<file path="src/rtl/approx_mul_pkg.sv">
// approx_mul_pkg
// Shared definitions for the approximate sequential multiplier:
//   mul_state_t  - FSM state encoding (IDLE, BUSY, DONE)
//   MAX_W2       - widest product supported by col_mask (so WIDTH <= 32)
//   col_mask()   - keep-mask over the result columns; a bit is 1 where a
//                  partial-product bit survives approximate mode
package approx_mul_pkg;

  localparam int MAX_W2 = 64;

  typedef enum logic [1:0] {
    IDLE = 2'd0,
    BUSY = 2'd1,
    DONE = 2'd2
  } mul_state_t;

  // Bits [width2-1:trunc] are kept and everything below trunc is dropped.
  // Bits at or above width2 are 0 so callers can slice the low 2N bits.
  function automatic logic [MAX_W2-1:0] col_mask(input int width2, input int trunc);
    logic [MAX_W2-1:0] m;
    m = '0;
    for (int i = 0; i < MAX_W2; i++) begin
      if (i >= trunc && i < width2) m[i] = 1'b1;
    end
    return m;
  endfunction

endpackage

</file>
<file path="src/rtl/approx_pp_row.sv">
// approx_pp_row
// Combinational generator for one partial-product row of the shift-add
// multiplier.
//   a        in  WIDTH    multiplicand
//   b_bit    in  1        multiplier bit selecting this row
//   row_idx  in  IDX_W    row index, i.e. the left-shift amount
//   approx   in  1        1 = zero the lowest TRUNC_COLS columns of the row
//   row      out 2*WIDTH  zero-extended, shifted and masked row
module approx_pp_row
  import approx_mul_pkg::*;
#(
  parameter int WIDTH      = 4,
  parameter int TRUNC_COLS = 2,
  parameter int IDX_W      = (WIDTH > 1) ? $clog2(WIDTH) : 1
) (
  input  logic [WIDTH-1:0]   a,
  input  logic               b_bit,
  input  logic [IDX_W-1:0]   row_idx,
  input  logic               approx,
  output logic [2*WIDTH-1:0] row
);

  localparam logic [MAX_W2-1:0] KEEP_FULL = col_mask(2 * WIDTH, TRUNC_COLS);

  logic [2*WIDTH-1:0] shifted;

  assign shifted = b_bit ? ({{WIDTH{1'b0}}, a} << row_idx) : '0;

  // The mask is a constant, so each column becomes either a wire or an AND
  // with ~approx. No mask register or runtime mask logic is needed.
  generate
    for (genvar gi = 0; gi < 2 * WIDTH; gi++) begin : g_col
      if (KEEP_FULL[gi]) begin : g_keep
        assign row[gi] = shifted[gi];
      end else begin : g_drop
        assign row[gi] = shifted[gi] & ~approx;
      end
    end
  endgenerate

endmodule

</file>
<file path="src/rtl/approx_seq_mul.sv">
// approx_seq_mul
// Unsigned WIDTH x WIDTH shift-add multiplier. It processes one partial-product
// row per cycle. Approximate mode drops every partial-product bit in the lowest
// TRUNC_COLS result columns. Latency is WIDTH edges from acceptance.
//   clk, rst_n             clock (rising edge), asynchronous active-low reset
//   in_valid/in_ready      operand handshake; in_ready is high only in IDLE
//   in_a, in_b, in_approx  operands and mode, sampled on acceptance
//   out_valid/out_ready    result handshake; out_valid is high only in DONE
//   out_p, out_approx      product and mode, held stable while stalled
module approx_seq_mul
  import approx_mul_pkg::*;
#(
  parameter int WIDTH      = 4,
  parameter int TRUNC_COLS = 2
) (
  input  logic               clk,
  input  logic               rst_n,
  input  logic               in_valid,
  output logic               in_ready,
  input  logic [WIDTH-1:0]   in_a,
  input  logic [WIDTH-1:0]   in_b,
  input  logic               in_approx,
  output logic               out_valid,
  input  logic               out_ready,
  output logic [2*WIDTH-1:0] out_p,
  output logic               out_approx
);

  localparam int CNT_W = (WIDTH > 1) ? $clog2(WIDTH) : 1;
  localparam logic [CNT_W-1:0] LAST_ROW = CNT_W'(WIDTH - 1);

  mul_state_t         state_reg, state_next;
  logic [WIDTH-1:0]   a_reg, b_reg;
  logic               approx_reg;
  logic [2*WIDTH-1:0] acc_reg;
  logic [CNT_W-1:0]   cnt_reg;
  logic [2*WIDTH-1:0] row;
  logic               accept;

  assign accept = (state_reg == IDLE) && in_valid;

  approx_pp_row #(
    .WIDTH      (WIDTH),
    .TRUNC_COLS (TRUNC_COLS),
    .IDX_W      (CNT_W)
  ) u_row (
    .a       (a_reg),
    .b_bit   (b_reg[cnt_reg]),
    .row_idx (cnt_reg),
    .approx  (approx_reg),
    .row     (row)
  );

  // State register
  always_ff @(posedge clk or negedge rst_n) begin
    if (!rst_n) state_reg <= IDLE;
    else        state_reg <= state_next;
  end

  // Next-state logic
  always_comb begin
    state_next = state_reg;
    unique case (state_reg)
      IDLE:    if (in_valid)             state_next = BUSY;
      BUSY:    if (cnt_reg == LAST_ROW)  state_next = DONE;
      DONE:    if (out_ready)            state_next = IDLE;
      default:                           state_next = IDLE;
    endcase
  end

  // Handshake outputs are decoded from state only, so neither depends
  // combinationally on in_valid or out_ready.
  always_comb begin
    in_ready  = 1'b0;
    out_valid = 1'b0;
    case (state_reg)
      IDLE:    in_ready  = 1'b1;
      DONE:    out_valid = 1'b1;
      default: ;
    endcase
  end

  // Operand, accumulator and row-counter registers. The accumulator is left
  // untouched in DONE, which keeps out_p stable under back-pressure.
  always_ff @(posedge clk or negedge rst_n) begin
    if (!rst_n) begin
      a_reg      <= '0;
      b_reg      <= '0;
      approx_reg <= 1'b0;
      acc_reg    <= '0;
      cnt_reg    <= '0;
    end else if (accept) begin
      a_reg      <= in_a;
      b_reg      <= in_b;
      approx_reg <= in_approx;
      acc_reg    <= '0;
      cnt_reg    <= '0;
    end else if (state_reg == BUSY) begin
      acc_reg <= acc_reg + row;
      if (cnt_reg != LAST_ROW) cnt_reg <= cnt_reg + 1'b1;
    end
  end

  assign out_p      = acc_reg;
  assign out_approx = approx_reg;

endmodule

</file>
<file path="config.mk">
export PLATFORM = sky130hd
export DESIGN_NAME = approx_seq_mul
export DESIGN_NICKNAME = d
export VERILOG_FILES = /design/src/rtl/approx_mul_pkg.sv /design/src/rtl/approx_pp_row.sv /design/src/rtl/approx_seq_mul.sv
export SDC_FILE = /design/constraint.sdc
export NUM_CORES = 1
export LEC_CHECK = 0
export ABC_CLOCK_PERIOD_IN_PS = 2500
export CAP_MARGIN = 10
export CORE_UTILIZATION = 30
export CTS_CLUSTER_DIAMETER = 100
export DETAILED_ROUTE_END_ITERATION = 6
export HOLD_SLACK_MARGIN = 0.15
export PLACE_DENSITY = 0.55
export SYNTH_ARGS = -nofsm -noshare
export SYNTH_HDL_FRONTEND = slang
export SYNTH_SLANG_ARGS = --single-unit
</file>
<file path="constraint.sdc">
create_clock -name clk -period 2.5 [get_ports clk]
set_clock_uncertainty 0.15 [all_clocks]
set_input_delay 0.5 -clock clk [delete_from_list [all_inputs] [get_ports clk]]
set_output_delay 0.5 -clock clk [all_outputs]
set_load 0.01 [all_outputs]
</file>
==> results.json <==
{
  "pre_cts_ws_ps": 29.65,
  "wirelength_um": 2998,
  "grt_pass1_vias": 1022,
  "area_delta_synth_final_pct": 30.46,
  "critical_path_class": "flip-flop to flip-flop",
  "grt_max_degree": 22,
  "ys_ff_latch": 21,
  "grt_pass1_wl_um": 4850,
  "crit_buf_inv": 0,
  "die-area_mm2": 0.004764,
  "final_core_util_pct": 40.65,
  "worstSkewPairLatency_ps": 270,
  "die_height_um": 69.02,
  "nFillCells": 426,
  "core_area_mm2": 0.004324,
  "rr_endpoint": "out_p[5]",
  "end_kind": "flip-flop",
  "ant_nets": 0,
  "tightest_slew_ps": 352.8,
  "slew_viol_final": 0,
  "drive_above_1_share_pct": 24.32,
  "hp-class": "flip-flop to flip-flop",
  "synth_cells": 118,
  "min_period_ps": 2411,
  "cp_slowest_stage_delay_ps": 530,
  "clkTransAtPathRegs_ps": 90,
  "pin_count": 24,
  "synthesis.area_mm2": 0.001348,
  "regArea_um2": 525.5,
  "viasPerCell": 5.240,
  "dpl.hpwl_um": 2231,
  "vdd_ir_drop_max_mv": 0.4421,
  "design_area_mm2": 0.001758,
  "cts_made_buffers": 3,
  "worstSetupStartpoint": "cnt_reg[1]",
  "antenna_found_initial": 0,
  "p_leak_nw": 0.7680,
  "tns_ps": 0,
  "critical_path_peak_fanout": 7,
  "cp.arrival_ps": 2420,
  "path_depth": 7,
  "outcome": "complete, no violations",
  "hold_ws_ps": 344.4,
  "multi_input_area_um2": 830.8,
  "placed_area_mm2": 0.001655,
  "startpoint_type": "flip-flop",
  "route.vias.total": 1048,
  "drc": 0,
  "yosysSeqAreaShare_pct": 39.00,
  "worstRegToRegCells": 7,
  "htreeDepth": 1,
  "largest_reg_flops": 8,
  "powerDensity_mw_per_mm2": 1351,
  "syn-num-nets": 140,
  "cts_tree": "done",
  "cts-root-buf": "clkbuf_8",
  "synth_top_area_share_pct": 39.00,
  "reg2reg_from": "cnt_reg[1]",
  "cp_cell_sequence": "mux2_2 > o211a_1 > ha_1 > o21ai_2 > nor2_1 > o21ai_1 > mux2_2",
  "clock_sinks": 21,
  "ys_types": 39,
  "gp_congestion": 0.8322,
  "maxCapViolCount": 0,
  "critPathSlowestCell": "dfrtp_1",
  "io_buffer_count": 23,
  "synth.avg_cell_area_um2": 11.42,
  "synth_top_cell_by_area": "dfrtp_1",
  "initial_utilization_pct": 31.16,
  "fin_nets": 171,
  "die_w_um": 69.02,
  "maxSlewHeadroom_pct": 76.48,
  "fmax_ghz": 0.4147,
  "fin_crit_sh_pct": 96.45,
  "synth_area_leaders": "dfrtp_1 (39%), mux2_4 (10%), ha_1 (7.4%), mux2_2 (4.2%), a22o_1 (3.9%)",
  "std_cell_rows": 24,
  "clock_path_buffers": 2,
  "diodes": 0,
  "cp_top_family": "multiplexers",
  "crit_path_frequent_cell": "mux2_2",
  "finalHoldViolCount": 0,
  "fin_ws_ps": 88.72,
  "initialDrtViolationCount": 29,
  "grt_usage_pct": 12.69,
  "firstDrtPassIters": 4,
  "required_ps": 2510,
  "rrSetupSlack_ps": 90,
  "wl_per_cell_um": 14.99,
  "yosysWarnings": 0,
  "overflow": 0,
  "setup_viol": 0,
  "endpoint": "out_p[5]"
}
[Yosys cell counts]
cell,count
a211oi_1,4
nor3_1,2
nand3_1,1
o21ai_1,2
nor2_1,5
ha_1,8
inv_1,1
and2_1,2
buf_2,2
a31oi_1,1
nand3b_1,2
o311ai_1,1
mux2_4,9
nand2_1,11
and4_1,1
a211oi_2,1
nor2_4,1
o21ai_0,7
dfrtp_1,21
nand2b_1,2
o211a_1,1
and2b_1,2
o21bai_4,1
a22o_1,6
a22oi_1,1
fa_1,1
a21o_1,2
and2_4,1
nor4_1,1
mux2i_1,2
o31ai_1,2
mux2_2,5
buf_6,2
o221ai_1,1
a21oi_1,1
nor3b_1,1
and3_1,1
mux4_2,1
xnor2_1,2
[area by class of cell]
class / instances / share of cell area [%]
Clock buffer: 3 / 2.349
Inverter: 1 / 0.2135
Multi-Input combinational cell: 92 / 47.26
Clock inverter: 1 / 0.2847
Timing Repair Buffer: 30 / 16.30
Sequential cell: 21 / 29.89
Tap cell: 52 / 3.701
[where the power goes]
group | internal [mW] | switching (mW) | leakage, nW
logic | 0.810 | 0.638 | 0.485
registers | 0.503 | 0.190 | 0.257
clock network | 0.111 | 0.122 | 0.0255
total | 1.42 | 0.950 | 0.768
[how the worst min path moves through the flow]
stage | start | to | cells after the start
2_1_floorplan | rst_n | a_reg[0] | 0
3_3_place_gp | out_p[7] | out_p[7] | 1
3_5_place_dp | out_p[7] | out_p[7] | 1
4_1_cts | out_p[7] | out_p[7] | 1
5_1_grt | out_p[7] | out_p[7] | 1
6_report | out_p[7] | out_p[7] | 1
[per-layer routing]
metal  vias up  global-route usage (%)  wire, um
li1        504                       -         -
met1       516                   15.93      1388
met2        22                   21.57      1466
met3         6                   2.485        97
met4         0                   4.535        46
met5         -                       0         0
[kinds of logic (layout without fill, tap and decap cells)]
kind of cell / after synthesis / count (layout) / synth area share, %
fa+ha+maj: 9 / 9 / 8.914
xor+xnor: 2 / 2 / 1.300
flops: 21 / 21 / 39.00
compound gates: 31 / 31 / 17.46
mux: 17 / 17 / 17.36
simple gates: 33 / 33 / 13.28
buf+inv: 5 / 35 / 2.692
[metrics by stage]
| step | instances | power, mW |
|---|---|---|
| floorplan | 118 | 1.631 |
| global placement | 195 | 1.992 |
| detailed placement | 195 | 2.039 |
| CTS | 199 | 2.279 |
| global route | 200 | 2.578 |
| finish | 200 | 2.374 |
[cells in the final DEF (no fill, tap or decap), types with 2 or more instances in the layout]
cell,instances
clkdlybuf4s50_1,23
dfrtp_1,21
nand2_1,11
mux2_4,9
o21ai_0,7
a22o_1,6
ha_1,6
buf_4,6
mux2_2,5
nor2_1,5
a211oi_1,4
clkbuf_8,3
and2_1,2
mux2i_1,2
nand3b_1,2
nor3_2,2
and2b_1,2
nand2b_1,2
xnor2_1,2
a21o_1,2
o31ai_1,2
ha_4,2
[what timing repair did]
action / 4_1_cts / 5_1_grt
endpoints found under the setup margin: 0 / 3
gates resized for setup: 0 / 8
buffers inserted: 0 / 1
hold buffers: 0 / 0
[worst reg2reg max path, cell delays in order, from the launching register on]
cell,delay [ps]
dfrtp_1,530
mux2_2,390
o211a_1,230
ha_1,330
o21ai_2,100
nor2_1,80
o21ai_1,140
mux2_2,350
No activity file was read; power rests on OpenSTA's default activity.
